File: src/rtl/regfile_pkg.sv
// Shared constants for the register file with issue scoreboard.
// Optional same-cycle write bypass is enabled by defining REGFILE_BYPASS_EN.
package regfile_pkg;
  localparam int unsigned ADDR_W_DEF = 5;
  localparam int unsigned DATA_W_DEF = 32;
  localparam int unsigned NUM_RD_DEF = 2;
  localparam int unsigned A0_IDX_DEF = 10;
  localparam int unsigned REG_ZERO   = 0;
endpackage

File: src/rtl/regfile_scoreboard.sv
// Per-register busy tracking: set on issue, cleared on writeback (issue wins),
// with NUM_RD combinational lookup ports and an OR-reduced busy_any.
module regfile_scoreboard
  import regfile_pkg::*;
#(
  parameter int unsigned ADDR_W = ADDR_W_DEF,
  parameter int unsigned NUM_RD = NUM_RD_DEF
) (
  input  logic                     clk,
  input  logic                     rst_n,
  input  logic                     set_en,
  input  logic [ADDR_W-1:0]        set_addr,
  input  logic                     clr_en,
  input  logic [ADDR_W-1:0]        clr_addr,
  input  logic [NUM_RD*ADDR_W-1:0] lk_addr,
  output logic [NUM_RD-1:0]        lk_busy,
  output logic                     busy_any
);
  localparam int unsigned NREG = 1 << ADDR_W;
  localparam logic [ADDR_W-1:0] ZERO_ADDR = ADDR_W'(REG_ZERO);

  logic [NREG-1:0] busy;
  logic [NREG-1:0] busy_nxt;

  // Clear before set so a same-address issue overrides the writeback.
  always_comb begin
    busy_nxt = busy;
    if (clr_en) busy_nxt[clr_addr] = 1'b0;
    if (set_en && set_addr != ZERO_ADDR) busy_nxt[set_addr] = 1'b1;
    busy_nxt[ZERO_ADDR] = 1'b0;
  end

  always_ff @(posedge clk or negedge rst_n) begin
    if (!rst_n) busy <= '0;
    else        busy <= busy_nxt;
  end

  for (genvar k = 0; k < NUM_RD; k++) begin : g_lk
    always_comb lk_busy[k] = busy[lk_addr[k*ADDR_W +: ADDR_W]];
  end

  always_comb busy_any = |busy;
endmodule

File: src/rtl/regfile_sb.sv
// Multi-read-port register file with busy scoreboard and registered a0 mirror.
// Define REGFILE_BYPASS_EN to forward a same-cycle writeback onto the read ports.
module regfile_sb
  import regfile_pkg::*;
#(
  parameter int unsigned ADDR_W = ADDR_W_DEF,
  parameter int unsigned DATA_W = DATA_W_DEF,
  parameter int unsigned NUM_RD = NUM_RD_DEF,
  parameter int unsigned A0_IDX = A0_IDX_DEF
) (
  input  logic                     clk,
  input  logic                     rst_n,
  input  logic [NUM_RD*ADDR_W-1:0] rd_addr,
  output logic [NUM_RD*DATA_W-1:0] rd_data,
  output logic [NUM_RD-1:0]        rd_busy,
  input  logic                     wr_en,
  input  logic [ADDR_W-1:0]        wr_addr,
  input  logic [DATA_W-1:0]        wr_data,
  input  logic                     iss_en,
  input  logic [ADDR_W-1:0]        iss_addr,
  output logic [DATA_W-1:0]        a0,
  output logic                     busy_any
);
  localparam int unsigned NREG = 1 << ADDR_W;
  localparam logic [ADDR_W-1:0] ZERO_ADDR = ADDR_W'(REG_ZERO);
  localparam logic [ADDR_W-1:0] A0_ADDR   = ADDR_W'(A0_IDX);

  if (A0_IDX >= NREG) begin : g_bad_a0
    $error("regfile_sb: A0_IDX out of range for ADDR_W");
  end
  if (NUM_RD < 1 || NUM_RD > 4) begin : g_bad_nrd
    $error("regfile_sb: NUM_RD must be 1..4");
  end

  logic [DATA_W-1:0] mem [NREG];
  logic [NUM_RD-1:0] lk_busy;

  regfile_scoreboard #(
    .ADDR_W (ADDR_W),
    .NUM_RD (NUM_RD)
  ) u_sb (
    .clk      (clk),
    .rst_n    (rst_n),
    .set_en   (iss_en),
    .set_addr (iss_addr),
    .clr_en   (wr_en),
    .clr_addr (wr_addr),
    .lk_addr  (rd_addr),
    .lk_busy  (lk_busy),
    .busy_any (busy_any)
  );

  // Register 0 is never written, so it holds its reset value of zero.
  always_ff @(posedge clk or negedge rst_n) begin
    if (!rst_n) begin
      for (int unsigned i = 0; i < NREG; i++) mem[i] <= '0;
      a0 <= '0;
    end else begin
      if (wr_en && wr_addr != ZERO_ADDR) mem[wr_addr] <= wr_data;
      a0 <= mem[A0_ADDR];
    end
  end

  for (genvar k = 0; k < NUM_RD; k++) begin : g_rd
    logic [ADDR_W-1:0] ra;
    always_comb ra = rd_addr[k*ADDR_W +: ADDR_W];
`ifdef REGFILE_BYPASS_EN
    logic hit;
    always_comb begin
      hit = wr_en && (wr_addr != ZERO_ADDR) && (wr_addr == ra);
      rd_data[k*DATA_W +: DATA_W] = hit ? wr_data : mem[ra];
      rd_busy[k] = hit ? (iss_en && (iss_addr == wr_addr)) : lk_busy[k];
    end
`else
    always_comb begin
      rd_data[k*DATA_W +: DATA_W] = mem[ra];
      rd_busy[k] = lk_busy[k];
    end
`endif
  end
endmodule

File: config.mk
export PLATFORM = sky130hd
export DESIGN_NAME = regfile_sb
export DESIGN_NICKNAME = d
export VERILOG_FILES = /design/src/rtl/regfile_pkg.sv /design/src/rtl/regfile_scoreboard.sv /design/src/rtl/regfile_sb.sv
export SDC_FILE = /design/constraint.sdc
export NUM_CORES = 2
export LEC_CHECK = 0
export BUFFER_PORTS_ARGS = -buffer_cell sky130_fd_sc_hd__buf_2
export CORE_MARGIN = 2
export CORE_UTILIZATION = 45
export CTS_BUF_LIST = sky130_fd_sc_hd__clkbuf_4 sky130_fd_sc_hd__clkbuf_8
export DETAILED_ROUTE_END_ITERATION = 7
export PLACE_DENSITY = 0.7
export SLEW_MARGIN = 0
export SYNTH_ARGS = -nofsm -noshare
export SYNTH_HDL_FRONTEND = slang
export SYNTH_HIERARCHICAL = 1
export SYNTH_SLANG_ARGS = --single-unit
File: constraint.sdc
create_clock -name clk -period 1.75 [get_ports clk]
set_clock_uncertainty 0.1 [all_clocks]
set_input_delay 0 -clock clk [delete_from_list [all_inputs] [get_ports clk]]
set_output_delay 0 -clock clk [all_outputs]
set_load 0.03 [all_outputs]
== Word-level counts from Yosys, hierarchy flattened ==
Cells that the tools add are included.
W data, S select, Z words.

* Eq/ne operators: 0
* Shift operators: 0
* Add/sub/neg operators: 0
* Div/mod/pow operators: 0
* Multiply operators: 0
* Bitwise gates (word level): 6
* Reduce and logical (&&, ||, !) cells: 8
* Multiplexer cells: 19
* $lt $le $gt $ge: 10

{| class="wikitable"
|+ Operator list
! kind !! count
|-
| $bwmux W1024 || 1
|-
| $bmux W32 S5 || 2
|-
| $mux W32 || 7
|-
| $demux W32 S5 || 1
|-
| $and A32 B32 Y32 || 1
|-
| $not A32 Y32 || 1
|-
| $or A32 B32 Y32 || 1
|-
| $reduce_or A31 Y1 || 1
|-
| $lt A5 B6 Y1 const B || 4
|-
| $ge A6 B6 Y1 const B || 3
|-
| $not A5 Y6 || 3
|-
| $bmux W1 S5 || 2
|-
| $demux W1 S5 || 2
|-
| $ge A5 B1 Y1 const B || 2
|-
| $reduce_bool A5 Y1 || 2
|-
| $lt A6 B1 Y1 const B || 1
|-
| $logic_and A1 B1 Y1 || 5
|-
| $mux W1 || 4
|}

* Memories: 0
* Bits in writable memories: 0
* Word-level logic and storage cells: 77
* Output and inout bits: 99
* Bits in latches: 0
* Register bits after elaboration: 1,087
* Memory bits (read-only): 0
* Bits of input ports: 56

== Logic depth before layout (Yosys ltp) ==
* Depth after elaboration: 9
* Depth in mapped cells: 8
* Mapped depth without buffers: 5

== By module ==
The synthesis kept the hierarchy.

{| class="wikitable"
|+ By module, submodules not included
! module !! area each (µm²) !! sequential area each (µm²) !! cells each !! instances
|-
| regfile_sb || 56,741.9 || 26,425.3 || 4,633 || 1
|-
| regfile_scoreboard || 1,911.8 || 775.7 || 202 || 1
|}

== Least setup slack after synthesis ==
No wires, ideal clock.

* Path type: input port to output port
* Start: in rd_addr[1]
* End: out rd_data[11]
* Data required time: 1.650 ns
* Setup slack: 0.267 ns
* Stages: 8
* Data arrival time: 1.383 ns
* Path buffers: 4
* Cell sequence: buf_2 -> buf_4 -> buf_2 -> buf_2 -> mux2i_1 -> nand2_1 -> a31oi_1 -> nand3_1

* Cells in the longest elaborated chain, start to end: 4

{| class="wikitable"
|+ RTL lines
! element !! RTL line !! source
|-
| start, declared || regfile_sb.sv:13 || <nowiki>input logic [NUM_RD*ADDR_W-1:0] rd_addr,</nowiki>
|-
| $not A5 Y6 (not written as such) || regfile_sb.sv:76 || <nowiki>rd_data[k*DATA_W +: DATA_W] = mem[ra];</nowiki>
|-
| $bmux W32 S5 || regfile_sb.sv:76 ||
|-
| $mux W32 (not written as such) (2 in a row) || regfile_sb.sv:76 ||
|-
| end, declared || regfile_sb.sv:14 || <nowiki>output logic [NUM_RD*DATA_W-1:0] rd_data,</nowiki>
|}

No other way between the ends. The select of a mux whose other input is x is not followed.

== Worst setup path after layout ==
* Start: reg u_sb.busy[7]
* End: out rd_busy[1]

* Cells in the longest elaborated chain, start to end: 2

{| class="wikitable"
|+ RTL lines
! element !! RTL line !! source
|-
| start, declared || regfile_scoreboard.sv:22 || <nowiki>logic [NREG-1:0] busy;</nowiki>
|-
| start signal, assigned || regfile_scoreboard.sv:35 || <nowiki>else busy <= busy_nxt;</nowiki>
|-
| $bmux W1 S5 || regfile_scoreboard.sv:39 || <nowiki>always_comb lk_busy[k] = busy[lk_addr[k*ADDR_W +: ADDR_W]];</nowiki>
|-
| $mux W1 (not written as such) || regfile_scoreboard.sv:39 ||
|-
| end, declared || regfile_sb.sv:15 || <nowiki>output logic [NUM_RD-1:0] rd_busy,</nowiki>
|}

No other way between the ends. The select of a mux whose other input is x is not followed.

==> reports/metrics.csv <==
metric,value,unit
core.rowCount,132,
pin_count_of_the_biggest_net_entering_global_routing,100,
place_ws,-0.395,ns
ys_seq_area_frac,0.464,
syn-instance-count,4835,
total_power,74.7,mW
gr-max-usage-layer,met2,
cts.htree.levels,4,
clkLatencyLatePin,0.92,ns
cp_max_fo,4,
synthDominantCellAreaShare,0.464,
outcome,"complete, but fails checks",
vias_in_the_first_global_route,45500,
grt_util_met2,0.455,
placement.io_buffers,154,
first_pass_grt_wire_length,294,mm
syn2layout_area_growth,21.4,%
synth_area_leaders,"sky130_fd_sc_hd__dfrtp_1 46%, sky130_fd_sc_hd__mux2_2 18%, sky130_fd_sc_hd__mux2i_1 18%",
crit_chain,mux4_2 > nand2b_4 > o211ai_1 > nand4_1 > buf_6,
fmax,397,MHz
post_synthesis_sequential_element_count,1087,
power_density,1050,nW/um^2
crit-reg2reg-capture,u_sb/busy[25],
cts_made_buffers,176,
core_area,129000,sq um
clk_pin_slew_worst_paths,0.07,ns
postSynth.topFlopCell,sky130_fd_sc_hd__dfrtp_1,
first_iter_violations,4512,
layout.cells.most_common,sky130_fd_sc_hd__dfrtp_1,
critical_path.endpoint,rd_busy[1],
firstDrtPassIters,6,
finalHoldViolations,0,
die_footprint,133000,sq um
overflow,0,
drt-vias-per-instance,6.18,
critPathSlowestCell,sky130_fd_sc_hd__mux4_2,
crit_arrival,2.42,ns
setup.worst_path.end_class,primary output,
ant_nets,0,
synth-async-reset-ratio,1.00,
drive_gt1_frac,0.401,
irDropWorstVdd,0.000950,V
numClockSinks,1087,
yosys.cell_types.count,40,
unrepaired_setup_endpoints_after_global_routing,yes,
post_synth.cell_area_avg,12.1,sq um
place.detailed.hpwl,128,mm
route.detailed.drc,0,
syn-cell-area,58700,sq um
clock_tree.buffer_depth,3,
route.final.wire_length,197,mm
top_level_ports,155,
final_nets,5342,
slew_violations,0,
final_setup_viols,67,
failed_checks,negative setup slack,
startpoint_of_the_lowest_slack_register_to_register_path,u_sb/busy[25],
die_x,365,um
initial_utilization,0.453,
place_congestion,0.920,
number_of_antenna_violations_at_the_first_check_in_global_routing,16,
first_element_of_the_critical_path,u_sb/busy[7],
criticalPathCategory,reg -> out,
yosysWarningCount,6,
clock-root-buffer,sky130_fd_sc_hd__clkbuf_8,
grtUsageMet3,0.0707,
cap_violations,0,
slew-limit-headroom,0.549,
timing.critical_path.slowest_cell_delay,0.47,ns
chipHeight,365,um
critPathRequiredTime,1.65,ns
synth-edff-count,0,
hold_class,in -> async,
grt_use_met1,0.387,
fill_cells,10800,
fin_crit,2.52,ns
reg2reg_slack,0.29,ns
power_leakage,33.7,nW
start_kind,flop,
postSynthNetCount,4891,
track_usage,0.292,
fin_ws,-0.772,ns
tritoncts_clock_tree,built,
post_synth_top_area_cell,sky130_fd_sc_hd__dfrtp_1,
min_period_over_period,1.44,
routedWlPerCell,27.5,um
commonest_cells_after_routing_fill_and_taps_aside,"1,081 x sky130_fd_sc_hd__dfrtp_1, 1,040 x sky130_fd_sc_hd__mux2i_1, 953 x sky130_fd_sc_hd__mux2_2, 362 x sky130_fd_sc_hd__buf_4, 223 x sky130_fd_sc_hd__clkbuf_8",
worst_r2r_path_depth,3,
worstMarginPinSlew,0.676,ns
vias,44400,
==> how the worst min path moves through the flow <==
stage | slack [ns] | cells after the start | end
floorplan | -0.40 | 0 | a0[0]
global placement | -0.18 | 1 | mem[141]
detailed placement | -0.18 | 1 | mem[141]
CTS | 0.005 | 4 | mem[592]
global route | 0.08 | 4 | mem[141]
finish | 0.07 | 4 | mem[592]
==> critical path, delay by kind of cell (launching register included) <==
family,cells,cell delay (ns)
AO/OA/AOI/OAI,1,0.11
flip-flops,1,0.42
multiplexers,1,0.47
AND/OR/NAND/NOR,2,0.34
buffers and inverters,1,0.19
==> power by group <==
group	switching (mW)	leakage, nW	internal [mW]	total, mW
sequential	3.91	13.9	30.0	33.9
combinational	8.39	17.8	8.71	17.1
clock	10.7	2.01	13.0	23.7
==> cell type report <==
type / count / area, sq um / area share
flip-flops and latches: 1087 / 27200 / 0.382
diodes: 11 / 27.5 / 0.000386
multi-input cells: 3267 / 30000 / 0.421
well taps: 1742 / 2180 / 0.0306
repair buffers: 752 / 8030 / 0.113
clock buffers: 278 / 3480 / 0.0489
clock inverters: 37 / 273 / 0.00383
inverters: 2 / 7.51 / 0.000105
==> synthesized netlist by cell type (2+ instances only) <==
master	instances
sky130_fd_sc_hd__a211oi_1	2
sky130_fd_sc_hd__a21oi_1	198
sky130_fd_sc_hd__a22o_1	128
sky130_fd_sc_hd__a22oi_1	196
sky130_fd_sc_hd__a31oi_1	64
sky130_fd_sc_hd__and2_1	2
sky130_fd_sc_hd__buf_1	18
sky130_fd_sc_hd__buf_2	122
sky130_fd_sc_hd__buf_4	62
sky130_fd_sc_hd__buf_6	48
sky130_fd_sc_hd__clkbuf_1	229
sky130_fd_sc_hd__dfrtp_1	1087
sky130_fd_sc_hd__inv_1	2
sky130_fd_sc_hd__mux2_1	39
sky130_fd_sc_hd__mux2_2	953
sky130_fd_sc_hd__mux2i_1	1042
sky130_fd_sc_hd__mux4_2	6
sky130_fd_sc_hd__nand2_1	215
sky130_fd_sc_hd__nand2b_1	8
sky130_fd_sc_hd__nand3_1	206
sky130_fd_sc_hd__nand3b_1	14
sky130_fd_sc_hd__nand4_1	3
sky130_fd_sc_hd__nor2_1	10
sky130_fd_sc_hd__nor2_4	16
sky130_fd_sc_hd__nor2b_1	8
sky130_fd_sc_hd__nor3_1	65
sky130_fd_sc_hd__nor3b_2	3
sky130_fd_sc_hd__nor4_1	7
sky130_fd_sc_hd__o2111ai_1	2
sky130_fd_sc_hd__o211ai_1	2
sky130_fd_sc_hd__o21ai_0	62
sky130_fd_sc_hd__or2_2	3
sky130_fd_sc_hd__or3_1	2
sky130_fd_sc_hd__or3b_2	5
==> per-layer routing <==
metal,part of all wire,vias to the layer above
met2,0.45,2153
met5,0.00012,-
met4,0.046,4
met1,0.41,22800
li1,-,18800
met3,0.092,590
==> kinds of logic (layout without fill, tap and decap cells) <==
logic type | after synthesis | count (layout) | share of synthesized area
AND/OR/NAND/NOR | 573 | 573 | 0.0481
AO/OA/AOI/OAI | 654 | 654 | 0.0740
other | 0 | 11 | 0
multiplexers | 2040 | 2040 | 0.371
buffers and inverters | 481 | 1069 | 0.0435
flip-flops | 1087 | 1087 | 0.464
==> state kept, by name, indices dropped and copies added (netlist names) <==
name	cells
a0	32
mem	1024
u_sb/busy	31
==> metrics by stage <==
stage,hold WS (ns),util,TNS [ns],instances,area [sq um]
CTS,0.00505,0.548,-45.56,7159,71000
global placement,-0.182,0.504,-11.42,6782,65300
floorplan,-0.396,-,0,4835,58700
global route,0.0792,0.550,-48.28,7173,71200
detailed placement,-0.182,0.504,-14.19,6782,65300
finish,0.0694,0.550,-42.94,7176,71200
==> timing repair <==
| action | 4_1_cts | 5_1_grt |
|---|---|---|
| cloned | 0 | 0 |
| buffers inserted | 7 | 9 |
| endpoints found under the setup margin | 68 | 70 |
| pin swaps | 141 | 99 |
| gates resized for setup | 296 | 42 |
| endpoints found under the hold margin | 2110 | 0 |
| hold buffers | 63 | 0 |
No activity file was read; power rests on OpenSTA's default activity.
